==> config.mk <==
export PLATFORM = sky130hd
export DESIGN_NAME = ibex_data_crypt
export DESIGN_NICKNAME = d
export VERILOG_FILES = /design/src/rtl/ibex_pkg.sv /design/src/rtl/ibex_crypt_keystream.sv /design/src/rtl/ibex_data_crypt.sv
export SDC_FILE = /design/constraint.sdc
export NUM_CORES = 1
export LEC_CHECK = 0
export ABC_AREA = 1
export CAP_MARGIN = 20
export CELL_PAD_IN_SITES_DETAIL_PLACEMENT = 0
export CELL_PAD_IN_SITES_GLOBAL_PLACEMENT = 1
export CORE_MARGIN = 2
export CORE_UTILIZATION = 25
export DETAILED_ROUTE_END_ITERATION = 8
export HOLD_SLACK_MARGIN = 0.15
export PLACE_DENSITY_LB_ADDON = 0.2
export RECOVER_POWER = 25
export SETUP_SLACK_MARGIN = 0.1
export SYNTH_ARGS = -nofsm -noshare
export SYNTH_HDL_FRONTEND = slang
export SYNTH_HIERARCHICAL = 1
export SYNTH_SLANG_ARGS = --single-unit
==> constraint.sdc <==
create_clock -name clk_i -period 2 [get_ports clk_i]
set_clock_uncertainty 0.2 [all_clocks]
set_input_delay 0.3 -clock clk_i [delete_from_list [all_inputs] [get_ports clk_i]]
set_output_delay 0.3 -clock clk_i [all_outputs]
set_load 0.02 [all_outputs]
==> src/rtl/ibex_pkg.sv <==
// Shared types and helpers for the LSU data-encryption shim.
// Holds the FSM state encoding and the keystream round function.
package ibex_pkg;

  typedef enum logic [2:0] {
    CS_IDLE,
    CS_GEN,
    CS_REQ,
    CS_WAIT,
    CS_ERR
  } crypt_state_e;

  localparam int unsigned CryptRot = 5;

  function automatic logic [31:0] crypt_round(
    input logic [31:0] ks,
    input logic [31:0] key
  );
    return {ks[31-CryptRot:0], ks[31:32-CryptRot]} ^ (ks + key);
  endfunction

endpackage

==> src/rtl/ibex_crypt_keystream.sv <==
// Keystream generator: seeds from key/address on load and runs
// one mixing round per step; done marks the final round.
module ibex_crypt_keystream
  import ibex_pkg::*;
#(
  parameter int unsigned CryptRounds = 4
) (
  input  logic        clk_i,
  input  logic        rst_i,
  input  logic        load_i,
  input  logic        enc_i,
  input  logic        step_i,
  input  logic [31:0] key_i,
  input  logic [31:0] addr_i,
  output logic [31:0] ks_o,
  output logic        done_o
);

  logic [31:0] ks_q, ks_d;
  logic [31:0] key_q, key_d;
  logic [3:0]  cnt_q, cnt_d;

  always_comb begin
    ks_d  = ks_q;
    key_d = key_q;
    cnt_d = cnt_q;
    if (load_i) begin
      key_d = key_i;
      cnt_d = '0;
      // Bypass accesses keep a zero keystream so the XORs are no-ops
      ks_d  = enc_i ? (key_i ^ {addr_i[31:2], 2'b00}) : '0;
    end else if (step_i) begin
      ks_d  = crypt_round(ks_q, key_q);
      cnt_d = cnt_q + 4'd1;
    end
  end

  always_ff @(posedge clk_i) begin
    if (rst_i) begin
      ks_q  <= '0;
      key_q <= '0;
      cnt_q <= '0;
    end else begin
      ks_q  <= ks_d;
      key_q <= key_d;
      cnt_q <= cnt_d;
    end
  end

  assign ks_o   = ks_q;
  assign done_o = (cnt_q == 4'(CryptRounds - 1));

endmodule

==> src/rtl/ibex_data_crypt.sv <==
// LSU-to-bus shim that XOR-encrypts data words with a per-access
// keystream when the PMP region carries the encrypt attribute.
module ibex_data_crypt
  import ibex_pkg::*;
#(
  parameter int unsigned CryptRounds = 4
) (
  input  logic        clk_i,
  input  logic        rst_i,
  input  logic        lsu_req_i,
  output logic        lsu_gnt_o,
  input  logic [31:0] lsu_addr_i,
  input  logic        lsu_we_i,
  input  logic [3:0]  lsu_be_i,
  input  logic [31:0] lsu_wdata_i,
  input  logic        pmp_err_i,
  input  logic        pmp_enc_i,
  input  logic [31:0] key_i,
  output logic        lsu_rvalid_o,
  output logic [31:0] lsu_rdata_o,
  output logic        lsu_err_o,
  output logic        data_req_o,
  input  logic        data_gnt_i,
  output logic [31:0] data_addr_o,
  output logic        data_we_o,
  output logic [3:0]  data_be_o,
  output logic [31:0] data_wdata_o,
  input  logic        data_rvalid_i,
  input  logic [31:0] data_rdata_i,
  input  logic        data_err_i
);

  crypt_state_e state_q, state_d;
  logic [31:0]  addr_q, addr_d;
  logic [31:0]  wdata_q, wdata_d;
  logic [3:0]   be_q, be_d;
  logic         we_q, we_d;
  logic         accept;
  logic [31:0]  ks;
  logic         ks_done;

  assign accept = (state_q == CS_IDLE) && lsu_req_i;

  ibex_crypt_keystream #(
    .CryptRounds(CryptRounds)
  ) u_ks (
    .clk_i (clk_i),
    .rst_i (rst_i),
    .load_i(accept),
    .enc_i (pmp_enc_i),
    .step_i(state_q == CS_GEN),
    .key_i (key_i),
    .addr_i(lsu_addr_i),
    .ks_o  (ks),
    .done_o(ks_done)
  );

  always_comb begin
    state_d = state_q;
    addr_d  = addr_q;
    wdata_d = wdata_q;
    be_d    = be_q;
    we_d    = we_q;
    unique case (state_q)
      CS_IDLE: begin
        if (lsu_req_i) begin
          addr_d  = lsu_addr_i;
          wdata_d = lsu_wdata_i;
          be_d    = lsu_be_i;
          we_d    = lsu_we_i;
          if (pmp_err_i)      state_d = CS_ERR;
          else if (pmp_enc_i) state_d = CS_GEN;
          else                state_d = CS_REQ;
        end
      end
      CS_GEN:  if (ks_done) state_d = CS_REQ;
      CS_REQ:  if (data_gnt_i) state_d = CS_WAIT;
      CS_WAIT: if (data_rvalid_i) state_d = CS_IDLE;
      CS_ERR:  state_d = CS_IDLE;
      default: state_d = CS_IDLE;
    endcase
  end

  always_ff @(posedge clk_i) begin
    if (rst_i) begin
      state_q <= CS_IDLE;
      addr_q  <= '0;
      wdata_q <= '0;
      be_q    <= '0;
      we_q    <= 1'b0;
    end else begin
      state_q <= state_d;
      addr_q  <= addr_d;
      wdata_q <= wdata_d;
      be_q    <= be_d;
      we_q    <= we_d;
    end
  end

  logic in_req, rsp, rsp_ok;
  assign in_req = (state_q == CS_REQ);
  assign rsp    = (state_q == CS_WAIT) && data_rvalid_i;
  assign rsp_ok = rsp && !we_q && !data_err_i;

  assign lsu_gnt_o    = accept;
  assign data_req_o   = in_req;
  assign data_addr_o  = in_req ? addr_q : '0;
  assign data_we_o    = in_req && we_q;
  assign data_be_o    = in_req ? be_q : '0;
  assign data_wdata_o = (in_req && we_q) ? (wdata_q ^ ks) : '0;
  assign lsu_rvalid_o = rsp || (state_q == CS_ERR);
  assign lsu_err_o    = (rsp && data_err_i) || (state_q == CS_ERR);
  assign lsu_rdata_o  = rsp_ok ? (data_rdata_i ^ ks) : '0;

endmodule
==> impl_metrics.py <==
metrics = {
    "clock_network": {
        "tritoncts_clock_tree": "built",
        "clock_insertion_delay_worst_skew_ps": 440,
        "cts-root-buf": "sky130_fd_sc_hd__clkbuf_16",
        "cts_buffer_depth": 2,
        "numClockSinks": 140,
        "htree_levels": 4,
        "tritoncts.num_buffers": 17,
        "clk_pin_slew_worst_paths_ps": 60,
    },
    "sta": {
        "maxClockFrequency_mhz": 443,
        "holdWs_ps": 212,
        "worst_slack_ps": -258,
        "hold_viol": 0,
        "final.setup.tns_ps": -18030,
        "final_period_minus_worst_setup_slack_ps": 2260,
        "final_min_period_over_clock_period": 1.13,
        "tightest_slew_ps": 556,
        "drv_slew": 0,
        "setup_violations": 154,
        "worst_relative_slew_slack": 0.630,
        "rsz0062_at_grt": "yes",
    },
    "final_layout": {
        "postLayoutCellArea_um2": 16000,
        "drive_gt1_frac": 0.324,
        "final-instance-count-excl-fill": 2312,
        "syn_to_final_growth_pct": 72.7,
        "finalNetCount": 2005,
        "utilization": 0.438,
    },
    "yosys": {
        "synth_top_cell_by_area": "sky130_fd_sc_hd__dfxtp_1",
        "synth.yosys.seq_area_share": 0.302,
        "synthesis.instances": 1440,
        "postSynthAreaPerCell_um2": 6.45,
        "yosysTopAreaCellShare": 0.302,
        "post_synth_instance_area_um2": 9280,
        "synth_seq_cells": 140,
        "mappedNetlistNets": 1614,
        "synth.lib_cells_used.distinct": 37,
        "synth.top_cells.by_area": "sky130_fd_sc_hd__dfxtp_1, sky130_fd_sc_hd__nand2_1, sky130_fd_sc_hd__nor2_1",
        "synthesis.yosys.warnings": 6,
    },
    "setup_path": {
        "critical_path.startpoint_type": "register",
        "crit_path_max_fanout": 6,
        "worst_setup_path_end_kind": "primary output",
        "setup.worst_path.start": "state_q[2]",
        "worstPathRequired_ps": 1500,
        "setup.worst_path.class": "reg2out",
        "arr_time_crit_path_ps": 1760,
        "r2r_start": "state_q[2]",
    },
    "grt": {
        "grt_pass1_wl_um": 59900,
        "grt_start_max_net_pins": 62,
        "grt_antenna_before_repair": 2,
        "first_global_vias": 10200,
        "grt_overflow_total": 0,
        "track_usage": 0.204,
    },
    "floorplanning": {
        "core_area_um2": 36600,
        "starting_density_of_the_core": 0.254,
        "die_y_um": 197,
        "dieWidth_um": 197,
        "placement_rows": 70,
        "pin_count": 246,
        "floorplan.die_area_um2": 38700,
    },
    "drt": {
        "drt-initial-drc-count": 578,
        "drtAntennaViolNets": 0,
        "avgRoutedWirePerCell_um": 18.0,
        "drt_pre_antenna_iters": 5,
        "vias_per_cell": 4.54,
        "num_vias": 10500,
        "total_wirelength_um": 41600,
        "drcViolationCount": 0,
    },
    "placed_design": {
        "placed_cells": 2234,
        "gp_congestion": 0.868,
        "place_area_um2": 13300,
        "dp_hpwl_um": 28900,
        "pre_cts_ws_ps": -447,
        "port_buffers": 245,
    },
    "outcome": {
        "outcome": "complete, but fails checks",
        "violated_checks": "negative setup slack",
    },
    "hold_path": {
        "worst_min_path_class": "in2reg",
        "startpoint_of_the_tightest_hold_check_path": "lsu_wdata_i[7]",
    },
    "flow_run": {
        "max-cap-violations": 0,
    },
    "power_and_ir_drop": {
        "power_consumption_mw": 20.9,
        "maximum_ir_drop_on_the_vdd_rail_v": 0.000608,
        "power_density_nw_per_um2": 1300,
        "power.static_leakage_nw": 7.05,
    },
}
-- worst paths after layout --
kind	to	slack [ps]	cells past startpoint
hold / removal	wdata_q[7]	210	3
setup / recovery	lsu_rdata_o[17]	-260	7
setup reg to reg	u_ks/ks_o[8]	-150	15
hold reg to reg	be_q[2]	250	2
-- synthesized netlist by cell type --
cell type                  count
sky130_fd_sc_hd__a21o_1        2
sky130_fd_sc_hd__a21oi_1     143
sky130_fd_sc_hd__a21oi_2       7
sky130_fd_sc_hd__a31oi_1      11
sky130_fd_sc_hd__buf_1         2
sky130_fd_sc_hd__buf_2        24
sky130_fd_sc_hd__buf_4         4
sky130_fd_sc_hd__buf_6         5
sky130_fd_sc_hd__clkbuf_1     20
sky130_fd_sc_hd__clkbuf_2      2
sky130_fd_sc_hd__clkinv_1      1
sky130_fd_sc_hd__dfxtp_1     140
sky130_fd_sc_hd__fa_1          1
sky130_fd_sc_hd__ha_1         32
sky130_fd_sc_hd__inv_1       156
sky130_fd_sc_hd__inv_2        13
sky130_fd_sc_hd__nand2_1     294
sky130_fd_sc_hd__nand2_2      23
sky130_fd_sc_hd__nand2_4       1
sky130_fd_sc_hd__nand3_1      59
sky130_fd_sc_hd__nand3_2       7
sky130_fd_sc_hd__nand3b_1      2
sky130_fd_sc_hd__nand4_1       4
sky130_fd_sc_hd__nor2_1      226
sky130_fd_sc_hd__nor2_2        8
sky130_fd_sc_hd__nor2_4        2
sky130_fd_sc_hd__nor3_2        4
sky130_fd_sc_hd__nor3b_1       1
sky130_fd_sc_hd__nor4_1        1
sky130_fd_sc_hd__o21ai_0     135
sky130_fd_sc_hd__o21bai_1      2
sky130_fd_sc_hd__o21bai_2      1
sky130_fd_sc_hd__o221a_2       1
sky130_fd_sc_hd__or2_0         2
sky130_fd_sc_hd__or2_2         5
sky130_fd_sc_hd__xnor2_1      66
sky130_fd_sc_hd__xor2_1       33
-- layer usage --
| metal | wire, um | global-route usage | vias up |
|---|---|---|---|
| met1 | 20600 | 0.289 | 4814 |
| met3 | 2080 | 0.0366 | 20 |
| met5 | 0 | 0 | - |
| li1 | - | - | 5376 |
| met2 | 18500 | 0.323 | 280 |
| met4 | 395 | 0.0418 | 0 |
-- power by group --
group | leakage (nW) | switching, mW | total, mW | internal, mW
registers | 1.16 | 0.612 | 4.26 | 3.64
clock network | 0.304 | 1.40 | 3.53 | 2.13
logic | 5.59 | 7.06 | 13.1 | 6.06
total | 7.05 | 9.07 | 20.9 | 11.8
-- cells by family after synthesis --
kind of cell	Yosys count	share of synthesized area
AO/OA/AOI/OAI	302	0.170
XOR/XNOR	99	0.0934
adder cells (fa/ha/maj)	33	0.0453
buffers and inverters	227	0.101
flip-flops	140	0.302
AND/OR/NAND/NOR	639	0.289
-- critical path, cell delays in order (launching register included) --
cell	delay, ps
sky130_fd_sc_hd__dfxtp_2	340
sky130_fd_sc_hd__buf_6	120
sky130_fd_sc_hd__nor2_4	100
sky130_fd_sc_hd__nand4_1	140
sky130_fd_sc_hd__buf_6	200
sky130_fd_sc_hd__clkbuf_16	190
sky130_fd_sc_hd__nor2_4	90
sky130_fd_sc_hd__buf_6	120
-- area by class of cell --
type / instances / area (um^2)
Sequential cell: 140 / 2820
Multi-Input combinational cell: 1073 / 6700
Antenna cell: 1 / 2.50
Inverter: 170 / 671
Timing Repair Buffer: 429 / 4630
Clock inverter: 12 / 185
Fill cell: 3754 / 20600
Clock buffer: 19 / 443
Tap cell: 468 / 586
-- state kept, by name (all words and copies together) (netlist names) --
name        flops
wdata_q        32
u_ks/key_q     32
u_ks/cnt_q      4
we_q            1
be_q            4
addr_q         32
u_ks/ks_o      32
state_q         3
-- placed cells by master (no fill, tap or decap), types with 86 or more instances in the layout --
cell type                           n
sky130_fd_sc_hd__buf_4            144
sky130_fd_sc_hd__dfxtp_1          126
sky130_fd_sc_hd__nor2_1           115
sky130_fd_sc_hd__nand2_1          276
sky130_fd_sc_hd__o21ai_0           86
sky130_fd_sc_hd__clkdlybuf4s50_1  139
sky130_fd_sc_hd__buf_6             98
sky130_fd_sc_hd__inv_1            151
sky130_fd_sc_hd__a21oi_1          132
-- repair_timing --
item | 4_1_cts | 5_1_grt
endpoints found under the setup margin | 135 | 233
hold buffers | 1 | 0
pin swaps | 48 | 7
setup buffers | 19 | 8
gates cloned | 11 | 10
resized for setup | 803 | 199
hold endpoints to repair | 7 | 0
Power figures use the tool's default switching activity.
